### config.mk
export PLATFORM = sky130hd
export DESIGN_NAME = product_accumulator
export DESIGN_NICKNAME = d
export VERILOG_FILES = /design/src/rtl/product_accumulator.sv
export SDC_FILE = /design/constraint.sdc
export NUM_CORES = 1
export LEC_CHECK = 0
export ABC_AREA = 1
export CAP_MARGIN = 10
export CORE_UTILIZATION = 30
export DETAILED_ROUTE_END_ITERATION = 16
export PLACE_DENSITY = 0.59
export SKIP_CTS_REPAIR_TIMING = 1
export SLEW_MARGIN = 30
export SYNTH_ARGS = -nofsm -noshare
export SYNTH_HDL_FRONTEND = slang
export SYNTH_SLANG_ARGS = --single-unit
### constraint.sdc
create_clock -name clk -period 1.9 [get_ports clk]
set_input_delay 0.38 -clock clk [delete_from_list [all_inputs] [get_ports clk]]
set_output_delay 0.38 -clock clk [all_outputs]
set_load 0.02 [all_outputs]
### src/rtl/product_accumulator.sv
// Accumulates a stream of unsigned multiplier products into saturating group sums
// and hands each group's sum, term count and overflow flag to a valid/ready consumer.
module product_accumulator #(
    parameter int PROD_W = 6,
    parameter int ACC_W  = 8,
    parameter int TERMS  = 4,
    parameter int CNT_W  = 3
) (
    input  logic              clk,
    input  logic              rst,
    input  logic              in_valid,
    output logic              in_ready,
    input  logic [PROD_W-1:0] in_prod,
    input  logic              in_last,
    output logic              out_valid,
    input  logic              out_ready,
    output logic [ACC_W-1:0]  out_sum,
    output logic [CNT_W-1:0]  out_count,
    output logic              out_ovf
);

    typedef enum logic {ACCUM, DONE} state_t;

    typedef struct packed {
        logic [ACC_W-1:0] sum;
        logic [CNT_W-1:0] count;
        logic             ovf;
    } result_t;

    state_t           state;
    logic [ACC_W-1:0] acc;
    logic [CNT_W-1:0] cnt;
    logic             ovf_flag;

    logic             accept;
    logic             close;
    logic [ACC_W:0]   prod_ext;
    logic [ACC_W:0]   sum_wide;
    result_t          nxt;

    assign in_ready = (state == ACCUM) && !rst;
    assign accept   = in_valid && in_ready;

    // One guard bit above the accumulator catches the carry-out that triggers saturation;
    // a saturated accumulator stays all-ones because any further nonzero add carries again.
    assign prod_ext = {{(ACC_W + 1 - PROD_W){1'b0}}, in_prod};
    assign sum_wide = {1'b0, acc} + prod_ext;

    always_comb begin
        nxt.sum   = sum_wide[ACC_W] ? {ACC_W{1'b1}} : sum_wide[ACC_W-1:0];
        nxt.count = cnt + CNT_W'(1);
        nxt.ovf   = ovf_flag | sum_wide[ACC_W];
    end

    assign close = accept && ((nxt.count == CNT_W'(TERMS)) || in_last);

    always_ff @(posedge clk) begin
        if (rst) begin
            state     <= ACCUM;
            acc       <= '0;
            cnt       <= '0;
            ovf_flag  <= 1'b0;
            out_valid <= 1'b0;
            out_sum   <= '0;
            out_count <= '0;
            out_ovf   <= 1'b0;
        end else begin
            case (state)
                ACCUM: begin
                    if (close) begin
                        out_sum   <= nxt.sum;
                        out_count <= nxt.count;
                        out_ovf   <= nxt.ovf;
                        out_valid <= 1'b1;
                        state     <= DONE;
                    end else if (accept) begin
                        acc      <= nxt.sum;
                        cnt      <= nxt.count;
                        ovf_flag <= nxt.ovf;
                    end
                end
                DONE: begin
                    // Result registers keep their values after the handshake; only the group state clears.
                    if (out_ready) begin
                        out_valid <= 1'b0;
                        acc       <= '0;
                        cnt       <= '0;
                        ovf_flag  <= 1'b0;
                        state     <= ACCUM;
                    end
                end
                default: state <= ACCUM;
            endcase
        end
    end

endmodule

==> results of run 1 <==
[synth_stat cells (2+ instances only)]
| cell | n | area [sq um] |
|---|---|---|
| o21ai_0 | 12 | 60.1 |
| inv_1 | 20 | 75.1 |
| inv_2 | 2 | 7.51 |
| or2_2 | 2 | 12.5 |
| buf_2 | 3 | 15.0 |
| o21ai_2 | 3 | 26.3 |
| nand4_1 | 2 | 12.5 |
| nand2_2 | 2 | 12.5 |
| buf_6 | 2 | 22.5 |
| o21ai_1 | 2 | 10.0 |
| dfxtp_1 | 26 | 521 |
| nand2_1 | 47 | 176 |
| a21oi_2 | 2 | 17.5 |
| nand3_1 | 20 | 100 |
| nor2_1 | 27 | 101 |
| a21oi_1 | 9 | 45.0 |
| ha_1 | 8 | 100 |
[worst max-delay path, cell delays in order]
cell and delay [ns]:
clkdlybuf4s50_1 0.40, ha_1 0.33, a21oi_1 0.18, nand2_2 0.11, a21oi_4 0.27, nand2_1 0.12, nor2_1 0.10, nor2_1 0.05
[power by group through the flow]
| stage | Sequential [mW] | Clock [mW] | Combinational, mW |
|---|---|---|---|
| global route | 0.603 | 0.392 | 0.332 |
| detailed placement | 0.611 | 0 | 0.291 |
| global placement | 0.610 | 0 | 0.288 |
| CTS | 0.598 | 0.369 | 0.293 |
| finish | 0.598 | 0.357 | 0.296 |
| floorplan | 0.624 | 0 | 0.158 |
[layer usage]
layer | GRT usage | vias up
met5 | 0 | -
met4 | 0.0489 | 0
met1 | 0.184 | 564
met3 | 0.0361 | 4
met2 | 0.220 | 24
li1 | - | 702
[per-stage QoR]
stage	instance area, sq um	total power, mW	utilization	hold slack, ns
after floorplan	1390	0.782	-	0.446
after global placement	1770	0.898	0.401	0.466
after detailed placement	1770	0.902	0.401	0.475
after CTS	1830	1.26	0.414	0.486
after global routing	1880	1.33	0.425	0.511
final	1880	1.25	0.425	0.488
[final cells by class]
cell class | count | area, sq um | share of cell area
inverters | 22 | 82.6 | 0.0440
repair buffers | 37 | 355 | 0.189
flip-flops and latches | 26 | 520 | 0.278
multi-input cells | 144 | 797 | 0.425
well taps | 52 | 65.1 | 0.0347
clock buffers | 4 | 55.1 | 0.0294
[worst min-delay path by stage]
stage | from | to | slack, ns | cells after the start
floorplan | acc[0] | acc[0] | 0.45 | 2
CTS | acc[0] | acc[0] | 0.49 | 2
detailed placement | ovf_flag | ovf_flag | 0.47 | 2
global route | acc[5] | acc[5] | 0.51 | 2
global placement | acc[0] | acc[0] | 0.47 | 2
finish | ovf_flag | ovf_flag | 0.49 | 2
[cell families after synthesis]
group	synth area share
and+or+nand+nor	0.334
AOI/OAI and AO/OA	0.114
adders and majority gates	0.0862
DFF	0.373
buffers and inverters	0.0862
xor gates and xnor gates	0.00628
[flip-flops by register name, summed over array words and instances (netlist names)]
name and cells:
out_count 3, out_ovf 1, out_valid 1, state 1, acc 8, out_sum 8, cnt 3, ovf_flag 1
==> impl_summary.md, run 1 <==
Status
The flow ran to the end, and the final reports show no timing, DRC or antenna violations.

Power and ir drop
The share of total power dissipated in the clock network is 0.285. The switching power summed over all nets is 349 uW. The static leakage is 0.925 nW. The register share of total power is 0.478. The power density over the cells is 667 nW/um^2. IR analysis of the VDD net gives a maximum drop of 0.000462 V. Of the total power, combinational logic draws 0.237.

The switching power as a share of total power is 0.279. The internal cell power is 903 uW.

Layout
The layout cell share with drive strength beyond 1 is 0.167. After the last flow step, the layout net total stands at 254. Counting the fill cells in the layout gives 468.

The commonest non-fill, non-tap cell in the layout is nand2_1. The layout overhead on the synthesized area is 34.6%. In the layout the commonest cells are 46 x nand2_1, 27 x nor2_1, 26 x dfxtp_1, 22 x clkdlybuf4s50_1, 20 x inv_1. The count of inserted antenna diode cells is 0.

For this run, the number of standard cells in the final layout without fillers is 285.

Floorplanning
The count of boundary I/O pins is 25. From bottom edge to top edge, the die measures 70.2 microns. The die is 70.2 microns wide. The initial cell density of the core is 0.316.

The initialized floorplan defines 24 standard-cell rows. The total area inside the core boundary comes to 4410 sq um. The die covers 4920 sq um.

CTS
The CTS tree is yes. At the later pin of the worst-skew pair, clock insertion delay measures 0.27 ns. After clock tree synthesis, the clock-pin slew on the worst setup and hold paths is 0.09 ns.

The clock passes through at most 2 buffers. CTS placed an instance of clkbuf_8 at the clock tree root. The level count of the clock H-tree is 1. The CTS buffer count is 3. The CTS sink count is 26.

STA
Setup repair after global routing left no endpoint under its margin. The number of max-slew violations in the final report is 0. The final setup violation count is 0.

For this run, the top clock speed supported by timing is 566 MHz. The remaining max-slew budget at the tightest pin is 0.797. The slew of the pin with the lowest slew margin is 0.301 ns.

The final worst clock skew is 0.00174 ns. In the finished design, the share of the clock period the worst path needs comes to 0.930. The sum of negative setup slack is 0 ns. The shortest period the worst path allows is 1.77 ns. The final worst slack is 0.134 ns. The number of hold violations in the final report is 0.

Worst setup path
The number of cells on the worst reg-to-reg path is 8. STA classifies the critical path endpoint as a flip-flop. In this run the critical register-to-register path is launched from acc[0]. In this run the critical register-to-register path is captured at out_sum[1]. The endpoint arrival time on the critical path is 1.93 ns. Tracing the worst setup path back leads to its startpoint at in_prod[3]. STA puts the critical path data required time at 2.07 ns. The reg2reg setup slack is 0.16 ns. The critical path in this run is classified as in2reg. The most critical setup path has its endpoint at out_sum[1]. The worst setup path is launched from an input pin. In this run the worst path has a maximum fanout of 6.

Logic synthesis
The sequential cell area fraction in the yosys report is 0.373. The async set or reset register ratio after synthesis is 0. In the synthesized netlist the dominant register cell turns out to be dfxtp_1. The synthesized area per cell is 7.08 sq um. The synthesized netlist net count is 217. The number of synthesized register bits is 26. The cell area after technology mapping is 1390 sq um. The synthesized netlist contains 25 unique library cells. The number of enable flip-flop cells after synthesis is 0. The count of mapped cells out of synthesis is 197. The Yosys step of the flow raised 0 warnings.

Routing
For this block, the initial DRC count from the detailed router was 51. For this run, the detailed router's first-pass iteration total came to 4. In the detailed route, the total length drawn on met2 is 1390 microns. Once detail routing completed, the nets flagged for antenna violations numbered 0.

After detailed routing, the total wire length is 3130 microns. The average wire per cell in the routed design is 11.0 microns. The routed via count divided by cell count is 4.54.

After detailed routing, the number of remaining DRC violations is 0. For this block, wires on met1 add up to 1590 microns. The number of vias after detailed routing is 1294. The top layer reached by signal wires is met4. The routed length on met3 is 103 microns.

Global routing
The remaining global-route overflow is 0. The number of antenna violations at the first check in global routing is 0. The number of global-route vias before repair was 1272. The maximum number of pins on one net before global-route repair is 23. The global-route total usage across every layer is 0.140. The first global-routing pass estimated 5540 microns of wire.

Placement
After legalization and detailed placement, the total HPWL measured 2360 microns. The global placer's final weighted congestion is 0.787. The number of buffer cells added on primary ports is 24. The number of placed instances, taps included, is 281. Timing analysis after detailed placement gives a worst setup slack of -0.432 ns.

Min path
The path category of the worst min-delay check is reg2reg.

Flow run
The number of max-capacitance violations reported is 0.
(Power assumes the default switching activity.)
==> run 2, diff against run 1 <==
SKIP_CTS_REPAIR_TIMING = default   (was 1)
==> impl_summary.md, run 2 (synthesis results as in run 1) <==
Status
The flow ran to the end, and the final reports show no timing, DRC or antenna violations.

Global routing
The global-route total usage across every layer is 0.141 (+0.000912). The maximum number of pins on one net before global-route repair is 23 (unchanged). The global-route wire length before repair is 5560 microns (+0.38%).

The number of antenna violations at the first check in global routing is 0 (unchanged). The number of global-route vias before repair was 1268 (-0.31%). The remaining global-route overflow is 0 (unchanged).

CTS
The CTS tree is yes. The CTS buffer count was 3 (unchanged). The clock-pin slew of the registers on the worst-case setup and hold paths is 0.09 ns (about the same). The CTS sink count is 26 (unchanged). The buffer depth of the longest clock path is 2 (unchanged). The clock insertion delay at the later pin of the skew report is 0.27 ns (about the same).

The level count of the clock H-tree is 1 (unchanged). Clock tree synthesis selected as its root buffer the cell clkbuf_8. The number of setup buffers added after CTS is 0.

The number of hold buffers added after cts is 0.

STA
The slew of the pin with the lowest slew margin is 0.301 ns (+0.000155 ns). The fmax came to 571 MHz (+0.94%). The final worst clock skew came to 0.00271 ns (+0.000973 ns). The final worst hold slack was 0.488 ns (-0.0000170 ns). The final worst slack is 0.150 ns (+0.0164 ns).

The number of max-slew violations in the final report is 0 (unchanged). The number of hold violations in the final report is 0 (unchanged). The final setup violation count came to 0 (unchanged). The shortest period the worst path allows is 1.75 ns (-0.0164 ns). Setup repair after global routing left no endpoint under its margin.

The remaining max-slew budget at the tightest pin was 0.797 (about the same). The final cycle utilization of the critical path is 0.921 (-0.00863).

Layout
The number of nets in the finished design is 254 (unchanged). The share of the core filled with cells in the final layout is 0.425 (about the same). The layout overhead on the synthesized area is 34.5% (about the same). The count of fill cells added during filler insertion was 468 (unchanged). The largest registers in the layout are acc: 8 flops, out_sum: 8 flops. The post-route cell area was 1870 sq um (about the same). The layout cell share with drive strength beyond 1 is 0.172 (+0.00429).

In the layout the commonest cells are 46 x nand2_1, 26 x nor2_1, 26 x dfxtp_1, 22 x clkdlybuf4s50_1, 20 x inv_1. The library cell used most frequently in the layout, excluding fill and tap cells, is nand2_1. The count of inserted antenna diode cells is 0 (unchanged).

Worst setup path
The kind of start point of the critical path is an input pin. The reg2reg setup slack is 0.18 ns (+0.02 ns). The endpoint kind of the worst setup timing path is a flip-flop. The maximum net fanout on the critical path came to 6 (unchanged). The required time at the worst-slack endpoint is 2.07 ns (about the same).

The path type of the worst setup path is in2reg. The endpoint arrival time on the critical path is 1.92 ns (about the same). The cell depth of the worst flop-to-flop path is 8 (unchanged).

Placement
The worst setup timing slack at the placement stage came to -0.432 ns (unchanged). The global placer's final weighted congestion came to 0.787 (unchanged). The number of buffer cells added on primary ports is 24 (unchanged). The half-perimeter wire length of the detailed placement result came to 2360 microns (unchanged). The post-detailed-placement cell area is 1770 sq um (unchanged).

Min path
The number of cells on the worst hold path is 2 (unchanged). The tightest min-delay check is of the reg2reg type.

Routing
The average wire per cell in the routed design is 11.0 microns (+0.35%). The number of vias after detailed routing is 1309 (+1.2%). The aggregate routed wire length is 3140 microns (+0.35%). The remaining antenna violation count after routing is 0 (unchanged).

The number of design rule violations left after detail routing is 0 (unchanged). The number of iterations in the first detailed-routing pass was 4 (unchanged). The starting DRC count in detailed routing was 66 (+29%).

The routed via count divided by cell count is 4.59 (+1.2%).

Power and ir drop
The switching power as a share of total power came to 0.277 (-0.00151). The register share of total power came to 0.479 (about the same). The internal cell power is 902 uW (about the same). The switching power summed over all nets is 346 uW (-0.84%). The clock network fraction of design power is 0.283 (-0.002). The proportion of power drawn by combinational gates is 0.237 (about the same).

The maximum ir drop on the vdd rail is 0.000457 V (-1.0%). The total power after layout came to 1.25 mW (-0.30%). The static leakage is 0.917 nW (-0.92%). The power density over the cells is 666 nW/um^2 (-0.23%).

Flow run
The number of max-capacitance violations reported is 0 (unchanged).

Floorplanning
The initial cell density of the core is 0.316 (unchanged). The area enclosed by the die boundary is 4920 sq um (unchanged). The count of boundary I/O pins is 25 (unchanged). The number of cell rows is 24 (unchanged). The die outline width was 70.2 microns (unchanged). The vertical die dimension is 70.2 microns (unchanged). The core area is 4410 sq um (unchanged).
run 2: changes by cell type in the layout (fill, tap and decap cells not counted):
| cell | change |
|---|---|
| dlygate4sd2_1 | +1 |
| dlymetal6s2s_1 | -1 |
| nor2_1 | -1 |
| nor2_2 | +1 |
run 2: stage by stage:
step | TNS [ns] | instances
5_1_grt | 0 | 285
2_1_floorplan | 0 | 197
6_report | 0 | 285
3_5_place_dp | -6.62 | 281
3_3_place_gp | -5.32 | 281
4_1_cts | -0.00227 | 285
run 2: final timing paths:
path              start    endpoint
max          in_prod[3]  out_sum[1]
min            ovf_flag    ovf_flag
max reg2reg      acc[0]  out_sum[1]
min reg2reg    ovf_flag    ovf_flag
run 2: repair_timing:
| action | 4_1_cts | 5_1_grt |
|---|---|---|
| endpoints found under the hold margin | 0 | 0 |
| resized for setup | 5 | 7 |
| pin swaps | 1 | 4 |
| setup endpoints to repair | 19 | 18 |
run 2: routing by layer:
metal | global-route usage | up-vias | wire (microns)
li1 | - | 706 | -
met1 | 0.184 | 569 | 1580
met2 | 0.223 | 28 | 1380
met3 | 0.0361 | 6 | 109
met4 | 0.0489 | 0 | 68
met5 | 0 | - | 0
run 2: power by group through the flow:
stage | Sequential (mW) | Combinational [mW] | Clock [mW]
CTS | 0.598 | 0.295 | 0.369
global route | 0.603 | 0.332 | 0.395
finish | 0.598 | 0.296 | 0.353
floorplan | 0.624 | 0.158 | 0
detailed placement | 0.611 | 0.291 | 0
global placement | 0.610 | 0.288 | 0
run 2: final cells by class:
class	count	area [sq um]	share of cell area
Multi-Input combinational cell	144	800	0.427
Sequential cell	26	520	0.278
Timing Repair Buffer	37	352	0.188
Inverter	22	82.6	0.0441
Tap cell	52	65.1	0.0347
Clock buffer	4	55.1	0.0294
run 2: critical path, stage by stage:
cell,delay [ns]
clkdlybuf4s50_1,0.40
ha_1,0.33
a21oi_1,0.18
nand2_2,0.11
a21oi_4,0.25
nand2_1,0.12
nor2_1,0.10
nor2_1,0.05
